$ cat config.mk
export PLATFORM = sky130hd
export DESIGN_NAME = param_shift_register
export DESIGN_NICKNAME = d
export VERILOG_FILES = /design/src/rtl/shift_reg_pkg.sv /design/src/rtl/shift_reg_cell.sv /design/src/rtl/param_shift_register.sv
export SDC_FILE = /design/constraint.sdc
export NUM_CORES = 1
export LEC_CHECK = 0
export ABC_AREA = 1
export CORE_UTILIZATION = 30
export DETAILED_ROUTE_END_ITERATION = 7
export PLACE_DENSITY_LB_ADDON = 0.05
export RECOVER_POWER = 25
export SLEW_MARGIN = 20
export SYNTH_ARGS = -nofsm -noshare
export SYNTH_HDL_FRONTEND = slang
export SYNTH_HIERARCHICAL = 1
export SYNTH_SLANG_ARGS = --single-unit
$ cat constraint.sdc
create_clock -name clk -period 3 [get_ports clk]
set_clock_uncertainty 0.1 [all_clocks]
set_input_delay 0.6 -clock clk [delete_from_list [all_inputs] [get_ports clk]]
set_output_delay 0.6 -clock clk [all_outputs]
set_load 0.03 [all_outputs]
$ cat src/rtl/shift_reg_pkg.sv
// Shared encodings for the parametrised shift register: manual modes, FSM states,
// transfer direction and the per-cell next-value select.
package shift_reg_pkg;

    typedef enum logic [2:0] {
        MODE_HOLD = 3'b000,
        MODE_LOAD = 3'b001,
        MODE_SHL  = 3'b010,
        MODE_SHR  = 3'b011,
        MODE_ROL  = 3'b100,
        MODE_ROR  = 3'b101,
        MODE_CLR  = 3'b110,
        MODE_RSVD = 3'b111
    } mode_e;

    typedef enum logic [1:0] {
        ST_IDLE  = 2'b00,
        ST_SHIFT = 2'b01,
        ST_DONE  = 2'b10
    } state_e;

    localparam logic DIR_LEFT  = 1'b0;
    localparam logic DIR_RIGHT = 1'b1;

    // Right neighbour is the next-lower bit (feeds left moves), left neighbour the next-higher bit.
    typedef enum logic [2:0] {
        CELL_HOLD       = 3'd0,
        CELL_LOAD       = 3'd1,
        CELL_FROM_RIGHT = 3'd2,
        CELL_FROM_LEFT  = 3'd3,
        CELL_ZERO       = 3'd4
    } cell_sel_e;

endpackage

$ cat src/rtl/shift_reg_cell.sv
// One register bit with a hold/load/neighbour/zero next-value mux and
// asynchronous active-low reset to its own reset value.
module shift_reg_cell
    import shift_reg_pkg::*;
#(
    parameter logic RESET_BIT = 1'b0
) (
    input  logic      clk,
    input  logic      rst,
    input  cell_sel_e sel,
    input  logic      load_bit,
    input  logic      right_bit,
    input  logic      left_bit,
    output logic      q
);

    always_ff @(posedge clk or negedge rst) begin
        if (!rst) begin
            q <= RESET_BIT;
        end else begin
            case (sel)
                CELL_LOAD:       q <= load_bit;
                CELL_FROM_RIGHT: q <= right_bit;
                CELL_FROM_LEFT:  q <= left_bit;
                CELL_ZERO:       q <= 1'b0;
                default:         q <= q;
            endcase
        end
    end

endmodule

$ cat src/rtl/param_shift_register.sv
// Universal WIDTH-bit shift register with manual modes and an automatic
// serial-transfer engine (PISO/SIPO) with busy/done handshakes.
module param_shift_register
    import shift_reg_pkg::*;
#(
    parameter int                 WIDTH     = 8,
    parameter logic [WIDTH-1:0]   RESET_VAL = {WIDTH{1'b0}},
    localparam int                CW        = $clog2(WIDTH + 1)
) (
    input  logic             clk,
    input  logic             rst,
    input  logic [2:0]       mode,
    input  logic [WIDTH-1:0] load_data,
    input  logic             ser_in_l,
    input  logic             ser_in_r,
    input  logic             start,
    input  logic             dir,
    output logic [WIDTH-1:0] q,
    output logic             ser_out,
    output logic             busy,
    output logic             done,
    output logic [CW-1:0]    cnt
);

    localparam logic [CW-1:0] CNT_LAST = CW'(WIDTH - 1);

    state_e          state, state_nxt;
    logic [CW-1:0]   cnt_nxt;
    logic            dir_lat, dir_nxt;
    cell_sel_e       cell_sel;
    logic            fill_r, fill_l;
    logic [WIDTH:0]  from_right;
    logic [WIDTH:0]  from_left;

    always_ff @(posedge clk or negedge rst) begin
        if (!rst) begin
            state   <= ST_IDLE;
            cnt     <= '0;
            dir_lat <= DIR_LEFT;
        end else begin
            state   <= state_nxt;
            cnt     <= cnt_nxt;
            dir_lat <= dir_nxt;
        end
    end

    always_comb begin
        state_nxt = state;
        cnt_nxt   = cnt;
        dir_nxt   = dir_lat;
        cell_sel  = CELL_HOLD;
        fill_r    = ser_in_r;
        fill_l    = ser_in_l;
        case (state)
            ST_IDLE: begin
                if (start) begin
                    // start wins over mode; q is left untouched on the accepting edge
                    state_nxt = ST_SHIFT;
                    cnt_nxt   = '0;
                    dir_nxt   = dir;
                end else begin
                    case (mode)
                        MODE_LOAD: cell_sel = CELL_LOAD;
                        MODE_SHL:  cell_sel = CELL_FROM_RIGHT;
                        MODE_SHR:  cell_sel = CELL_FROM_LEFT;
                        MODE_ROL: begin
                            cell_sel = CELL_FROM_RIGHT;
                            fill_r   = q[WIDTH-1];
                        end
                        MODE_ROR: begin
                            cell_sel = CELL_FROM_LEFT;
                            fill_l   = q[0];
                        end
                        MODE_CLR:  cell_sel = CELL_ZERO;
                        default:   cell_sel = CELL_HOLD;
                    endcase
                end
            end
            ST_SHIFT: begin
                cell_sel = (dir_lat == DIR_RIGHT) ? CELL_FROM_LEFT : CELL_FROM_RIGHT;
                cnt_nxt  = cnt + CW'(1);
                if (cnt == CNT_LAST) begin
                    state_nxt = ST_DONE;
                end
            end
            ST_DONE: begin
                state_nxt = ST_IDLE;
                cnt_nxt   = '0;
            end
            default: begin
                state_nxt = ST_IDLE;
                cnt_nxt   = '0;
            end
        endcase
    end

    // Padded neighbour vectors put the serial/rotate fill bits at the open ends.
    assign from_right = {q, fill_r};
    assign from_left  = {fill_l, q};

    for (genvar i = 0; i < WIDTH; i++) begin : g_cell
        shift_reg_cell #(
            .RESET_BIT (RESET_VAL[i])
        ) u_cell (
            .clk       (clk),
            .rst       (rst),
            .sel       (cell_sel),
            .load_bit  (load_data[i]),
            .right_bit (from_right[i]),
            .left_bit  (from_left[i+1]),
            .q         (q[i])
        );
    end

    assign ser_out = (dir_lat == DIR_RIGHT) ? q[0] : q[WIDTH-1];
    assign busy    = (state == ST_SHIFT);
    assign done    = (state == ST_DONE);

endmodule

# Yosys cells after proc, flatten, opt, wreduce, memory -nomap -nowiden
# Index checks and enable logic that the tools add are counted.
# word_totals
in_bits	17
out_inout_bits	15
regBits	15
word_cells	57
# classes
n_eq_ne	15
n_mux	24
n_reduce_logical	6
addsub	1
# op_table
cell	count
$pmux W1 S4	8
$eq A3 B2 Y1 const B	4
$eq A3 B3 Y1 const B	4
$pmux W3 S4	1
$mux W1	8
$pmux W4 S2	1
$eq A3 B1 Y1 const B	2
$pmux W3 S2	1
$add A4 B1 Y4 const B	1
$eq A4 B3 Y1 const B	1
$mux W2	2
$mux W4	1
$pmux W2 S2	1
$reduce_and A2 Y1	2
$reduce_bool A4 Y1	1
$reduce_or A2 Y1	2
$mux W3	1
$eq A2 B1 Y1 const B	1
$eq A2 B2 Y1 const B	1
$logic_not A2 Y1	1
$ne A2 B1 Y1 const B	1
$ne A2 B2 Y1 const B	1

# Longest topological paths before layout
# logic_depth
ltp_word	7
ltp_mapped	11
depth_no_buf	11

# By module
# The synthesis kept the hierarchy.
# modules_own_cells
module	seq_area_each_um2	cells_per_inst	n_inst	area_per_inst_um2
shift_reg_cell	25.0	18	8	93.8
param_shift_register	175.2	58	1	431.7

# Worst setup path after synthesis
# No wires, ideal clock.
# synth_path
path_type	input to register
startpoint	input port start
endpoint	register g_cell[7].u_cell.q
setup_ns	0.065
arrival_time_ns	3.324
cell_stages	7
path_slack_ns	-0.489
path_buffers	0
required_time_ns	2.835
path_cell_list	inv_1 -> nand3_2 -> o21ai_0 -> o21ai_0 -> nand2_1 -> nand2_1 -> nand2_1
# synth_between
elab_chain_cells	4
elab_cells_between_ends	10
classes_between	eq/ne (4); mux (5); reduce/logical (1)
# synth_lines
item	line	source
from (decl)	param_shift_register.sv:16	input logic start,
$mux W3 (*)	param_shift_register.sv:56	if (start) begin
$pmux W3 S2 (*)	param_shift_register.sv:54	case (state)
net cell_sel[0]	param_shift_register.sv:30	cell_sel_e cell_sel;
$eq A3 B3 Y1 (tied with other cells)	shift_reg_cell.sv:21	case (sel)
$pmux W1 S4 / $reduce_bool A4 Y1 (equally long branches)	n/a	
to (signal assigned)	shift_reg_cell.sv:22	CELL_LOAD: q <= load_bit;
to (signal assigned)	shift_reg_cell.sv:23	CELL_FROM_RIGHT: q <= right_bit;
to (signal assigned)	shift_reg_cell.sv:24	CELL_FROM_LEFT: q <= left_bit;
to (decl)	shift_reg_cell.sv:14	output logic q
# Mark *: on every way through the listed nets, which the timed path passes. The rest lies on a longest branch.
# A chain may end at the register's enable or synchronous reset.

# Final worst setup path
# layout_path
startpoint	register state[1]
endpoint	output port busy
# layout_between
elab_chain_cells	1
# layout_lines
item	line	source
from (decl)	param_shift_register.sv:27	state_e state, state_nxt;
from (signal assigned)	param_shift_register.sv:41	state <= state_nxt;
$eq A2 B1 Y1	param_shift_register.sv:116	assign busy = (state == ST_SHIFT);
to (decl)	param_shift_register.sv:20	output logic busy,
# Every way passes these cells.

==> metrics.cfg <==
[floorplan]
dieArea_um2=4200
die_w_um=64.8
row_count=22
floorplan.core_area_um2=3720
ios=32
start_util_pct=31.8
fp.dieH_um=64.8

[timing]
hold_viol=0
fin_tns_setup_ps=0
worstMarginPinSlew_ps=776
rsz0062_at_grt=no
finalSetupViolCount=0
max_slew_margin_pct=48.1
finalMaxSlewViolations=0
holdWs_ps=433
fmax_mhz=420
layout_min_cycle_time_ps=2380
period_share_pct=79.4

[critical_path]
rrSetupSlack_ps=1250
cpMaxStageDelayCell=clkdlybuf4s50_1
worstRegToRegCells=11
arrival_ps=1680
cp_top_family=buffers and inverters
path_max_fanout=6
cpPeakStageDelay_ps=680
worstSetupEndpointType=output port
criticalPathCategory=reg2out
cp-start-kind=flop
required_ps=2300
cp_cell_sequence=inv_1 > nand2_2 > inv_2 > clkdlybuf4s50_1
timing.rr.end=g_cell[7].u_cell/q$_DFFE_PN0P_
cp_num_buf_inv=3
reg2reg_from=state[1]$_DFFE_PN0P_

[global_routing]
antenna_found_initial=0
grt_max_degree=33
grt_usage_pct=14.9
grt_pass1_wl_mm=4.85
grt_pass1_vias=1039
gr-total-overflow=0

[run_status]
status=completed

[clock_tree]
root_buffer=clkbuf_8
cts_hold_buf=0
cts_inserted_buffers=3
cts_tree=built
cts_resized=0
htree_levels=1
path_clk_slew_ps=70
clk-insertion-delay-late_ps=250
clkSinkCount=15
cts_setup_buffers=0
cts_max_path_buffers=2

[layout]
drive_above_1_share_pct=12.9
fin_area_um2=1630
n_antenna_cell=0
final_net_count=259
area_delta_synth_final_pct=37.8

[synth]
synth_xor_xnor_area_share_pct=0
synth_seq_area_share_pct=31.7
netlist_area_um2=1180
synth_simple_gate_area_share_pct=47.8
synthMuxAreaShare_pct=0.952
yosysWarnings=6
synth-seq-cells=15
netlist_instances=202
synth-compound-area-share_pct=6.35
synthDistinctLibCells=15
synth_top_family_by_area=simple AND/OR/NAND/NOR gates
synthAdderAreaFrac_pct=1.06
syn-num-nets=220
postSynthAreaPerCell_um2=5.85

[pwr]
irDropWorstVdd_uv=455
total_power_w=0.00163
p_leak_nw=0.873
powerDensity_nw_per_um2=999

[worst_hold_path]
hold_class=reg2reg
hp-start=dir_lat$_DFFE_PN0P_
hold_end=dir_lat$_DFFE_PN0P_
hold_depth=2

[routing]
avgViaCountPerCell=4.30
drt_first_pass_iters=4
routed_wl_mm=2.87
post_drt_wl_per_cell_um=9.96
drc=0
vias=1237
drt_iter0_drc=50
ant_nets=0

[run]
cap_viol_max_count=0

[place]
portBuffers=31
hpwl_mm=1.96
placed_area_um2=1580
place_congestion=0.738

stage by stage:
step                worst slack [ps]  util [%]  instances
floorplan                        278         -        202
global placement                 585      42.6        284
detailed placement               570      42.6        284
CTS                              607      43.8        288
global route                     539      43.8        288
finish                           617      43.8        288
cells by family (layout without fill, tap and decap cells):
logic type,Yosys count,count (layout)
compound gates,15,15
fa+ha+maj,1,1
flops,15,15
buf+inv,38,76
mux,1,1
simple gates,132,132
power by group:
part | switching (W) | internal (W)
registers | 0.000117 | 0.000296
clock network | 0.0000770 | 0.0000920
logic | 0.000637 | 0.000407
synth_stat cells:
cell type | count | area share, %
nand3_2 | 2 | 1.7
nor3_1 | 4 | 1.7
mux2_2 | 1 | 0.95
nor2_1 | 17 | 5.4
nand3_1 | 16 | 6.8
nand2_2 | 1 | 0.53
ha_1 | 1 | 1.1
dfrtp_1 | 15 | 32
o21ai_0 | 15 | 6.3
nand2_1 | 82 | 26
nor2_2 | 8 | 4.2
inv_2 | 9 | 2.9
nand4_1 | 1 | 0.53
inv_1 | 29 | 9.2
nor2_4 | 1 | 0.95
registers in the layout, summed over array words and instances, names as in the netlist:
| register | count |
|---|---|
| dir_lat | 1 |
| g_cell.u_cell/q | 8 |
| state | 2 |
| cnt | 4 |
layout make-up:
type / instances / area, µm²
clock buffers: 3 / 41.3
multi-input cells: 149 / 672
repair buffers: 34 / 333
flip-flops and latches: 15 / 375
clock inverters: 1 / 5.00
inverters: 38 / 143
well taps: 48 / 60.1
fillers: 408 / 2090
worst min-delay path: stages (launching register included):
cell and delay (ps):
dfrtp_1 390, nand2_1 60, nand2_1 50
layout by cell type, fill, tap and decap left out:
cell             count
nand3_2              2
nor2_1              17
o21ai_2              2
dfrtp_1             15
o21ai_0             13
mux2_2               1
nand2_2              1
inv_1               29
ha_1                 1
inv_2                9
nand2_1             82
clkinv_2             1
dlygate4sd3_1        2
clkbuf_8             3
nor2_2               8
nand3_1             16
nand4_1              1
nor3_1               4
nor2_4               1
buf_4                3
clkdlybuf4s50_1     29
layer usage:
metal  routed length, µm  global-route usage, %  vias up
li1                    -                      -      688
met1                1500                   20.8      527
met2                1270                   22.8       20
met3                  84                   2.11        2
met4                  20                   5.83        0
met5                   0                      0        -
how the worst max path moves through the flow:
stage,start,endpoint,slack [ps],cells after the start
floorplan,start,g_cell[7].u_cell/q$_DFFE_PN0P_,280,7
global placement,start,g_cell[2].u_cell/q$_DFFE_PN0P_,580,10
detailed placement,start,g_cell[2].u_cell/q$_DFFE_PN0P_,570,10
CTS,state[1]$_DFFE_PN0P_,busy,610,4
global route,start,g_cell[5].u_cell/q$_DFFE_PN0P_,540,10
finish,state[1]$_DFFE_PN0P_,busy,620,4
No activity file was read; power rests on OpenSTA's default activity.
==> edit, RTL diff (config.mk and constraints unchanged) <==
Put a register stage on the outputs `ser_out`, `busy` and `done`. The values now appear one clock later. The other outputs are not delayed to match.
--- a/src/rtl/param_shift_register.sv
+++ b/src/rtl/param_shift_register.sv
@@ -113,7 +113,9 @@
     end
 
-    assign ser_out = (dir_lat == DIR_RIGHT) ? q[0] : q[WIDTH-1];
-    assign busy    = (state == ST_SHIFT);
-    assign done    = (state == ST_DONE);
+    always_ff @(posedge clk) begin
+        ser_out <= (dir_lat == DIR_RIGHT) ? q[0] : q[WIDTH-1];
+        busy    <= (state == ST_SHIFT);
+        done    <= (state == ST_DONE);
+    end
 
 endmodule
Behaviour: not the same (a bounded check fails within 4 cycles, from zero or initial values and one cycle with rst low).
==> edit against the original RTL <==
- via count rose by 2.3%
- sequential cell count rose by 3
- global-route usage fell by 0.37 points
- largest power group unchanged
- combinational power barely moved
- area after synthesis rose by 4.8%
- total power rose by 4.5%
- critical endpoint is now g_cell[4].u_cell/q$_DFFE_PN0P_
- design area rose by 4.0%
- critical path depth rose by 6
- wire length fell by 2.1%
- register-to-register slack got worse by 60 ps
- die area rose by 4.6%
- worst setup slack improved by 120 ps
==> edit: results (changes against the original RTL) <==
* Status: completed
* Crit path max-delay family: buffers and inverters
* First-pass iteration count of the detailed router at 4 (unchanged)
* Sequential-to-total area share from yosys stat at 35.15% (+3.4 points)
* Leakage power total at 0.0009070 uW (+3.9%)
* Wirelength, routed at 2808 microns (-2.1%)
* CTS root buf: clkbuf_8
* Top flop regs: g_cell.u_cell/q (8), cnt (4), state (2)
* Net Count, Synth at 223 (+1.4%)
* Routed vias/inst at 4.351 (+1.3%)
* Worst path max stage delay at 570 ps (-110 ps)
* Final Max Tran Viols at 0 (unchanged)
* Slowest-stage cell, CP: dlygate4sd3_1
* Post-synthesis compound-gate area fraction at 6.162% (-0.19 points)
* Worst VDD drop at 0.0003778 V (-17%)
* Met1 Resource Use GR at 17.87% (-2.9 points)
* Initial DRC count at 74 (+48%)
* Critical Path Fanout Max at 32 (+26)
* # hold bufs at CTS at 0 (unchanged)
* Mux contribution to synthesized area at 0.9091% (-0.043 points)
* First-pass GRT wire length at 4905 microns (+1.1%)
* Cells after Synth at 205 (+1.5%)
* Worst R2R Path Depth at 11 (unchanged)
* Synth Area in Adders at 1.010% (-0.048 points)
* Ranking of synthesized cells by area: dfrtp_1 (30%), nand2_1 (26%), inv_1 (9.1%), nor2_1 (5.5%), nand3_1 (5.3%)
* Worst Hold Path Cells at 2 (unchanged)
* GR Util All Layers at 14.52% (-0.37 points)
* Most numerous cell in the Yosys netlist: nand2_1
* Post_cts resized at 0 (unchanged)
* Met3 Track Usage GR at 3.793% (+1.7 points)
* Placed wire-length estimate at 2027 microns (+3.4%)
* Total number of vias at 1266 (+2.3%)
* Synth Area in XOR/XNOR at 0.7071% (+0.71 points)
* Worst Path Arrival at 2310 ps (+630 ps)
* Hold worst-path end: dir_lat$_DFFE_PN0P_
* Nets at 262 (+1.2%)
* M2 GR Usage at 25.51% (+2.7 points)
* Vias in the first global route at 1151 (+11%)
* Worst reg-to-reg setup slack at 1190 ps (-60 ps)
* Clk_lat worst skew at 260 ps
* FF-to-FF End: g_cell[4].u_cell/q$_DFFE_PN0P_
* Async SR Flop Fraction at 83.33% (-17 points)
* Gpl congestion at 0.8442 (+14%)
* Commonest cells post-synth: nand2_1 (85), inv_1 (30), nor2_1 (18)
* DP Cell Count at 287 (+1.1%)
* Post-CTS Repair Setup Buffers at 0 (unchanged)
* Distinct cells, synth at 17 (+2)
* Port bufs at 31 (unchanged)
* Fillers at 433 (+6.1%)
* Relative slew slack at 46.54% (-1.6 points)
* Layout cells sized above 1 at 11.93% (-0.98 points)
* Syn. warnings at 6 (unchanged)
edit: cell count changes after synthesis, sizes merged, moves of 2 or more:
| cell | change |
|---|---|
| o21ai | -2 |
| nand2 | +2 |
| dfxtp | +3 |
| nand3 | -3 |
edit: kinds of logic after synthesis:
kind of cell / after synthesis
simple gates: 130
fa+ha+maj: 1
buf+inv: 39
xor+xnor: 1
flops: 18
mux: 1
compound gates: 15
edit: layout make-up:
type / count / area (sq um) / area share (%)
Tap cell: 48 / 60.06 / 3.545
Multi-Input combinational cell: 148 / 664.4 / 39.22
Sequential cell: 18 / 435.4 / 25.70
Inverter: 39 / 146.4 / 8.641
Timing Repair Buffer: 34 / 332.8 / 19.65
Clock buffer: 4 / 55.05 / 3.250
edit: layer usage:
metal,vias to the layer above,wire length (microns)
met5,-,0
met4,0,21
met3,4,103
met2,20,1336
met1,550,1346
li1,692,-
edit: worst max path at each step:
| stage | startpoint | endpoint | slack, ps | depth (start not counted) |
|---|---|---|---|---|
| after detailed placement | start | g_cell[3].u_cell/q$_DFFE_PN0P_ | 570 | 10 |
| after CTS | start | g_cell[3].u_cell/q$_DFFE_PN0P_ | 850 | 10 |
| after floorplan | start | g_cell[7].u_cell/q$_DFFE_PN0P_ | 300 | 7 |
| after global placement | start | g_cell[7].u_cell/q$_DFFE_PN0P_ | 590 | 10 |
| after global routing | start | g_cell[7].u_cell/q$_DFFE_PN0P_ | 540 | 10 |
| final | start | g_cell[4].u_cell/q$_DFFE_PN0P_ | 740 | 10 |
edit: where the power goes:
part / switching [uW] / internal (uW) / leakage, uW
Combinational: 632 / 406 / 0.000666
Clock: 89.0 / 117 / 0.0000288
Sequential: 106 / 351 / 0.000212
edit: tightest hold or removal path, cell delays in order, from the launching register on:
cell and delay [ps]:
dfrtp_1 380, nand2_1 60, nand2_1 50
edit: stage by stage:
stage | instance area, sq um | hold WS, ps | total power, uW | setup slack (ps) | util, %
5_1_grt | 1694 | 456.0 | 1876 | 545.0 | 44.60
3_3_place_gp | 1639 | 411.3 | 1518 | 586.2 | 43.15
2_1_floorplan | 1239 | 204.4 | 1178 | 296.1 | -
6_report | 1694 | 420.9 | 1700 | 737.2 | 44.60
3_5_place_dp | 1639 | 405.2 | 1515 | 571.1 | 43.15
4_1_cts | 1694 | 423.6 | 1731 | 849.7 | 44.60
